### src/rtl/touch_keys_deb.sv
// rtl/touch_keys_deb.sv - row of NUM_KEYS touch keys with press/release debounce; optional auto-repeat via TOUCH_KEYS_AUTOREPEAT_EN
module touch_keys_deb #(
  parameter int NUM_KEYS     = 3,
  parameter int X_W          = 10,
  parameter int Y_W          = 9,
  parameter int KEY_X0       = 60,
  parameter int KEY_W        = 78,
  parameter int KEY_PITCH    = 200,
  parameter int KEY_Y_LO     = 149,
  parameter int KEY_Y_HI     = 228,
  parameter int SAMPLE_PHASE = 1,
  parameter int DEB_SAMPLES  = 3,
  parameter int REL_SAMPLES  = 3
`ifdef TOUCH_KEYS_AUTOREPEAT_EN
  ,
  parameter int REPEAT_DELAY  = 16,
  parameter int REPEAT_PERIOD = 4
`endif
) (
  input  logic                 clk,
  input  logic                 reset,
  input  logic [1:0]           clcount,
  input  logic                 enable,
  input  logic [X_W-1:0]       tor_x,
  input  logic [Y_W-1:0]       tor_y,
  output logic [NUM_KEYS-1:0]  key_level,
  output logic [NUM_KEYS-1:0]  key_press,
  output logic [NUM_KEYS-1:0]  key_release,
  output logic [(NUM_KEYS > 1 ? $clog2(NUM_KEYS) : 1)-1:0] key_idx,
  output logic                 key_busy
);

  localparam int IDX_W   = (NUM_KEYS > 1) ? $clog2(NUM_KEYS) : 1;
  localparam int XE_W    = X_W + 4;
  localparam int CNT_MAX = (DEB_SAMPLES > REL_SAMPLES) ? DEB_SAMPLES : REL_SAMPLES;
  localparam int CNT_W   = $clog2(CNT_MAX + 1);
  localparam logic [Y_W-1:0] Y_LO = Y_W'(KEY_Y_LO);
  localparam logic [Y_W-1:0] Y_HI = Y_W'(KEY_Y_HI);

  typedef enum logic [1:0] {ST_IDLE, ST_ARM, ST_HELD, ST_REL} state_t;

  state_t               state_q, state_d;
  logic [CNT_W-1:0]     cnt_q, cnt_d, cnt_inc;
  logic [IDX_W-1:0]     idx_q, idx_d;
  logic [NUM_KEYS-1:0]  level_q, level_d;
  logic [NUM_KEYS-1:0]  press_q, press_d, press_base;
  logic [NUM_KEYS-1:0]  rel_q, rel_d;

  logic                 qual, hit, same;
  logic [NUM_KEYS-1:0]  hit_vec;
  logic [IDX_W-1:0]     hit_idx;
  logic [XE_W-1:0]      x_ext, left_e, right_e;
  logic                 rpt_pulse;

  // Map the coordinate onto at most one key rectangle (edges inclusive).
  always_comb begin
    hit_vec = '0;
    hit_idx = '0;
    x_ext   = {4'b0000, tor_x};
    left_e  = '0;
    right_e = '0;
    for (int k = 0; k < NUM_KEYS; k++) begin
      left_e  = XE_W'(KEY_X0 + k * KEY_PITCH);
      right_e = left_e + XE_W'(KEY_W);
      if (x_ext >= left_e && x_ext <= right_e && tor_y >= Y_LO && tor_y <= Y_HI) begin
        hit_vec[k] = 1'b1;
        hit_idx    = IDX_W'(k);
      end
    end
  end

  assign hit     = |hit_vec;
  assign qual    = enable && (clcount == 2'(SAMPLE_PHASE));
  assign same    = hit && (hit_idx == idx_q);
  assign cnt_inc = cnt_q + 1'b1;

  // Debounce FSM next state; unqualified cycles hold everything and drop pulses.
  always_comb begin
    state_d    = state_q;
    cnt_d      = cnt_q;
    idx_d      = idx_q;
    level_d    = level_q;
    press_base = '0;
    rel_d      = '0;
    if (qual) begin
      case (state_q)
        ST_IDLE: begin
          cnt_d = '0;
          if (hit) begin
            idx_d = hit_idx;
            if (DEB_SAMPLES == 1) begin
              state_d    = ST_HELD;
              level_d    = hit_vec;
              press_base = hit_vec;
            end else begin
              state_d = ST_ARM;
              cnt_d   = CNT_W'(1);
            end
          end
        end
        ST_ARM: begin
          if (same) begin
            if (cnt_inc == CNT_W'(DEB_SAMPLES)) begin
              state_d    = ST_HELD;
              cnt_d      = '0;
              level_d    = hit_vec;
              press_base = hit_vec;
            end else begin
              cnt_d = cnt_inc;
            end
          end else if (hit) begin
            cnt_d = CNT_W'(1);
            idx_d = hit_idx;
          end else begin
            state_d = ST_IDLE;
            cnt_d   = '0;
          end
        end
        ST_HELD: begin
          if (!same) begin
            if (REL_SAMPLES == 1) begin
              state_d = ST_IDLE;
              cnt_d   = '0;
              level_d = '0;
              rel_d   = level_q;
            end else begin
              state_d = ST_REL;
              cnt_d   = CNT_W'(1);
            end
          end
        end
        ST_REL: begin
          if (same) begin
            state_d = ST_HELD;
            cnt_d   = '0;
          end else if (cnt_inc == CNT_W'(REL_SAMPLES)) begin
            state_d = ST_IDLE;
            cnt_d   = '0;
            level_d = '0;
            rel_d   = level_q;
          end else begin
            cnt_d = cnt_inc;
          end
        end
        default: begin
          state_d = ST_IDLE;
          cnt_d   = '0;
        end
      endcase
    end
  end

`ifdef TOUCH_KEYS_AUTOREPEAT_EN
  localparam int RPT_MAX = (REPEAT_DELAY > REPEAT_PERIOD) ? REPEAT_DELAY : REPEAT_PERIOD;
  localparam int RPT_W   = $clog2(RPT_MAX + 1);

  logic [RPT_W-1:0] rpt_q, rpt_d, rpt_inc, rpt_target;
  logic             first_q, first_d;

  assign rpt_inc    = rpt_q + 1'b1;
  assign rpt_target = first_q ? RPT_W'(REPEAT_DELAY) : RPT_W'(REPEAT_PERIOD);

  // Repeat counter: restarts on press, pauses outside HELD, clears when going idle.
  always_comb begin
    rpt_d     = rpt_q;
    first_d   = first_q;
    rpt_pulse = 1'b0;
    if ((|rel_d) || (|press_base)) begin
      rpt_d   = '0;
      first_d = 1'b1;
    end else if (qual && state_q == ST_HELD && same) begin
      if (rpt_inc == rpt_target) begin
        rpt_pulse = 1'b1;
        rpt_d     = '0;
        first_d   = 1'b0;
      end else begin
        rpt_d = rpt_inc;
      end
    end
  end

  // Repeat counter registers.
  always_ff @(posedge clk or negedge reset) begin
    if (!reset) begin
      rpt_q   <= '0;
      first_q <= 1'b1;
    end else begin
      rpt_q   <= rpt_d;
      first_q <= first_d;
    end
  end
`else
  assign rpt_pulse = 1'b0;
`endif

  assign press_d = press_base | (rpt_pulse ? level_q : '0);

  // State, counter and registered outputs.
  always_ff @(posedge clk or negedge reset) begin
    if (!reset) begin
      state_q <= ST_IDLE;
      cnt_q   <= '0;
      idx_q   <= '0;
      level_q <= '0;
      press_q <= '0;
      rel_q   <= '0;
    end else begin
      state_q <= state_d;
      cnt_q   <= cnt_d;
      idx_q   <= idx_d;
      level_q <= level_d;
      press_q <= press_d;
      rel_q   <= rel_d;
    end
  end

  assign key_level   = level_q;
  assign key_press   = press_q;
  assign key_release = rel_q;
  assign key_idx     = idx_q;
  assign key_busy    = (state_q != ST_IDLE);

endmodule

### config.mk
export PLATFORM = sky130hd
export DESIGN_NAME = touch_keys_deb
export DESIGN_NICKNAME = d
export VERILOG_FILES = /design/src/rtl/touch_keys_deb.sv
export SDC_FILE = /design/constraint.sdc
export NUM_CORES = 1
export LEC_CHECK = 0
export ABC_AREA = 1
export CAP_MARGIN = 0
export CORE_MARGIN = 8
export CORE_UTILIZATION = 45
export CTS_CLUSTER_SIZE = 24
export DETAILED_ROUTE_END_ITERATION = 10
export GPL_TIMING_DRIVEN = 1
export PLACE_DENSITY_LB_ADDON = 0.2
export SLEW_MARGIN = 20
export SYNTH_ARGS = -nofsm -noshare
export SYNTH_HDL_FRONTEND = slang
export SYNTH_SLANG_ARGS = --single-unit
export TNS_END_PERCENT = 100
### constraint.sdc
create_clock -name clk -period 2.5 [get_ports clk]
set_input_delay 0.5 -clock clk [delete_from_list [all_inputs] [get_ports clk]]
set_output_delay 0.5 -clock clk [all_outputs]
set_load 0.01 [all_outputs]
==> results by group <==
Placement
  • Pre-CTS WS: -0.0829 ns
  • Dpl hpwl: 2.34 mm
  • GP Congestion: 0.940
  • PortBufs: 35
  • Area after DPL: 1540 µm²

Synthesis
  • Asr flop ratio synth: 100%
  • Main area contributors after synthesis: dfrtp_1, nand2_1, inv_1
  • Mapped Area: 1120 µm²
  • Post-synthesis sequential area ratio: 33.4%
  • Avg Synthesized Cell Area: 6.68 µm²
  • Post-synth EDFFs: 0
  • Netlist cell types: 23
  • Ys Warns: 0
  • Gate Count Post-Synth: 168
  • Yosys top cell by area: dfrtp_1
  • Top FF cell, synth: dfrtp_1
  • Top-count cell post-synth: nand2_1
  • Syn Nets: 192
  • Synth top cells by count: nand2_1, inv_1, nor2_1
  • Top-area cell type share of the netlist area: 33.4%
  • Flops & latches, synth: 15

Detailed routing
  • First-iteration detailed-routing DRC count: 43
  • Vias/cell: slightly above 5
  • DRC: 0
  • TritonRoute pass-1 iters: 4
  • Routed len/inst: 11.8 µm
  • Total number of vias: ~1200
  • Total wire length: 2.83 mm
  • Antenna viol nets, final: 0

Critical path
  • CP Capture Type: flop
  • Worst endpoint data arrival time: 2.49 ns
  • R2r setup slk: 1.08 ns
  • CP startpoint kind: input pin
  • Kind of critical path: input pin to flop
  • Worst EP required: 2.68 ns
  • Worst setup path startpoint: tor_x[7]
  • FF-to-FF path depth: 9
  • Worst Path Max Fanout: 4

STA
  • Worst Skew: 0.00223 ns
  • Max Fclk: 0.433 GHz
  • Final hold violations: 0
  • Final Slew Violations: 0
  • Fin crit share: 92.5%
  • Slew @ Worst Pin: 0.687 ns
  • Worst slew margin: 54.1%
  • Setup Viol. Count Final: 0
  • Final Worst Setup Slack: roughly 0.19 ns
  • Clock period minus worst slack: between 2 and 2.5 ns
  • Setup TNS: 0 ns
  • RSZ-0062 raised after global routing: no

Clock network
  • Skew-Pair Late Insertion Delay: 0.28 ns
  • Clk pin slew, worst setup/hold paths: 0.08 ns
  • Clk sinks: 15
  • Clk root buf: clkbuf_4
  • Setup repair bufs after CTS: 0
  • CTS tree: built
  • CTS max path bufs: 2
  • Post-CTS Resized: 0
  • H-tree levels: 1
  • Post-CTS Hold Buffers: 0
  • Total CTS buffers: 3

Die
  • IO Count: 36
  • Die W: 65.9 µm
  • Core Box Area: between 2000 and 2500 µm²
  • Die Y-Extent: 65.9 µm
  • DIE AREA: 4350 µm²
  • Initial Util: 46.6%
  • Core Rows: 18

Global routing
  • Vias in the first global route: 1124
  • Final global-route overflow total: 0
  • First-pass GRT wire length: 4.70 mm
  • Initial antenna violation count: 0
  • Tot GR Track Use: 13.1%
  • Largest net degree at the start of global routing: 16

Pwr
  • Combinational power share: between 30% and 40%
  • Pwr per Cell Area: 409 nW/µm²
  • Psw: 0.223 mW
  • Worst vdd ir: 0.386 mV
  • Clock share of power: 21.0%
  • Register share of total power: 44.8%
  • Sw Ratio: 34.9%
  • Power Internal: 0.417 mW
  • Power, Total: approximately 0.64 mW
  • Leakage power: between 0.7 and 0.8 nW

Hold path
  • Hold EP: key_level[0]
  • Worst Hold Launch: key_level[0]
  • Hold path depth: 2
  • Hold crit path type: flop to flop

Final layout
  • Area of the multi-input gates: 659 µm²
  • Reg area: 375 µm²
  • Layout net count: 236
  • Share of cells above drive strength 1: 14.7%
  • Area growth, synth to finish: 39.6%
  • # diodes: 0
  • Design Area, Final: 1570 µm²
  • # fillers: 205

Run
  • Max-cap violations: 0

Status
  • Outcome: complete, no violations
## cell families after synthesis
| group | count (synthesis) | share of synthesized area [%] |
|---|---|---|
| simple gates | 111 | 49.6 |
| buf+inv | 23 | 7.80 |
| compound gates | 19 | 9.14 |
| flops | 15 | 33.4 |
## per-stage QoR
| stage | util, % | hold WS (ns) | cells |
|---|---|---|---|
| 2_1_floorplan | - | 0.204 | 168 |
| 3_3_place_gp | 63.9 | 0.502 | 237 |
| 3_5_place_dp | 63.9 | 0.515 | 237 |
| 4_1_cts | 65.0 | 0.536 | 241 |
| 5_1_grt | 65.0 | 0.556 | 241 |
| 6_report | 65.0 | 0.526 | 241 |
## cells in the final DEF, fill, tap and decap left out, types with 3 or more instances in the layout
| cell type | netlist | routed |
|---|---|---|
| a21oi_1 | 5 | 5 |
| buf_4 | 0 | 4 |
| clkbuf_4 | 0 | 3 |
| clkdlybuf4s50_1 | 0 | 35 |
| dfrtp_1 | 15 | 15 |
| inv_1 | 21 | 21 |
| nand2_1 | 46 | 46 |
| nand2_2 | 10 | 10 |
| nand3_1 | 14 | 14 |
| nand3_2 | 3 | 3 |
| nor2_1 | 21 | 21 |
| nor2_4 | 3 | 3 |
| nor3_1 | 3 | 3 |
| nor3b_1 | 3 | 3 |
| o21ai_1 | 9 | 9 |
## power groups by stage
| stage | Sequential, mW | Combinational [mW] | Clock, mW |
|---|---|---|---|
| floorplan | 0.284 | 0.125 | 0 |
| global placement | 0.289 | 0.215 | 0 |
| detailed placement | 0.290 | 0.217 | 0 |
| CTS | 0.285 | 0.219 | 0.137 |
| global route | 0.290 | 0.244 | 0.150 |
| finish | 0.286 | 0.219 | 0.135 |
## layer usage
| metal | vias up | share of wire (%) | global-route usage, % |
|---|---|---|---|
| met1 | 554 | 46 | 15.5 |
| met2 | 40 | 47 | 22.3 |
| met4 | 0 | 0 | 1.87 |
| met5 | - | 0 | 0 |
| li1 | 620 | - | - |
| met3 | 0 | 7.3 | 5.25 |
## final cells by class
class	instances	area share, %
multi-input cells	130	42.1
repair buffers	39	24.3
inverters	23	5.59
clock buffers	4	1.68
flip-flops and latches	15	24.0
well taps	30	2.40
## how the worst max path moves through the flow
| stage | endpoint | slack [ns] | cells past startpoint |
|---|---|---|---|
| finish | flop | 0.19 | 16 |
| global route | flop | 0.02 | 17 |
| floorplan | flop | 0.56 | 16 |
| detailed placement | flop | -0.08 | 16 |
| global placement | flop | 0.02 | 16 |
| CTS | flop | 0.21 | 16 |
## critical path, stage by stage
cell and delay [ns]:
clkdlybuf4s50_1 0.48, nor2_2 0.19, and2_1 0.15, nand2_1 0.06, a21oi_2 0.19, nand2_2 0.12, nand2_2 0.08, nand2_2 0.07
nor2_4 0.17, nand2_4 0.09, nand2_2 0.07, nand2_2 0.06, nor2_4 0.09, nand2_1 0.05, nand2_1 0.06, nand2_1 0.05
## flip-flops by register name, summed over array words and instances (netlist names), named ones only
| signal | flops |
|---|---|
| key_release | 3 |
| key_press | 3 |
| key_idx | 2 |
| cnt_q | 2 |
| state_q | 1 |
| key_level | 3 |
Power figures use the tool's default switching activity.
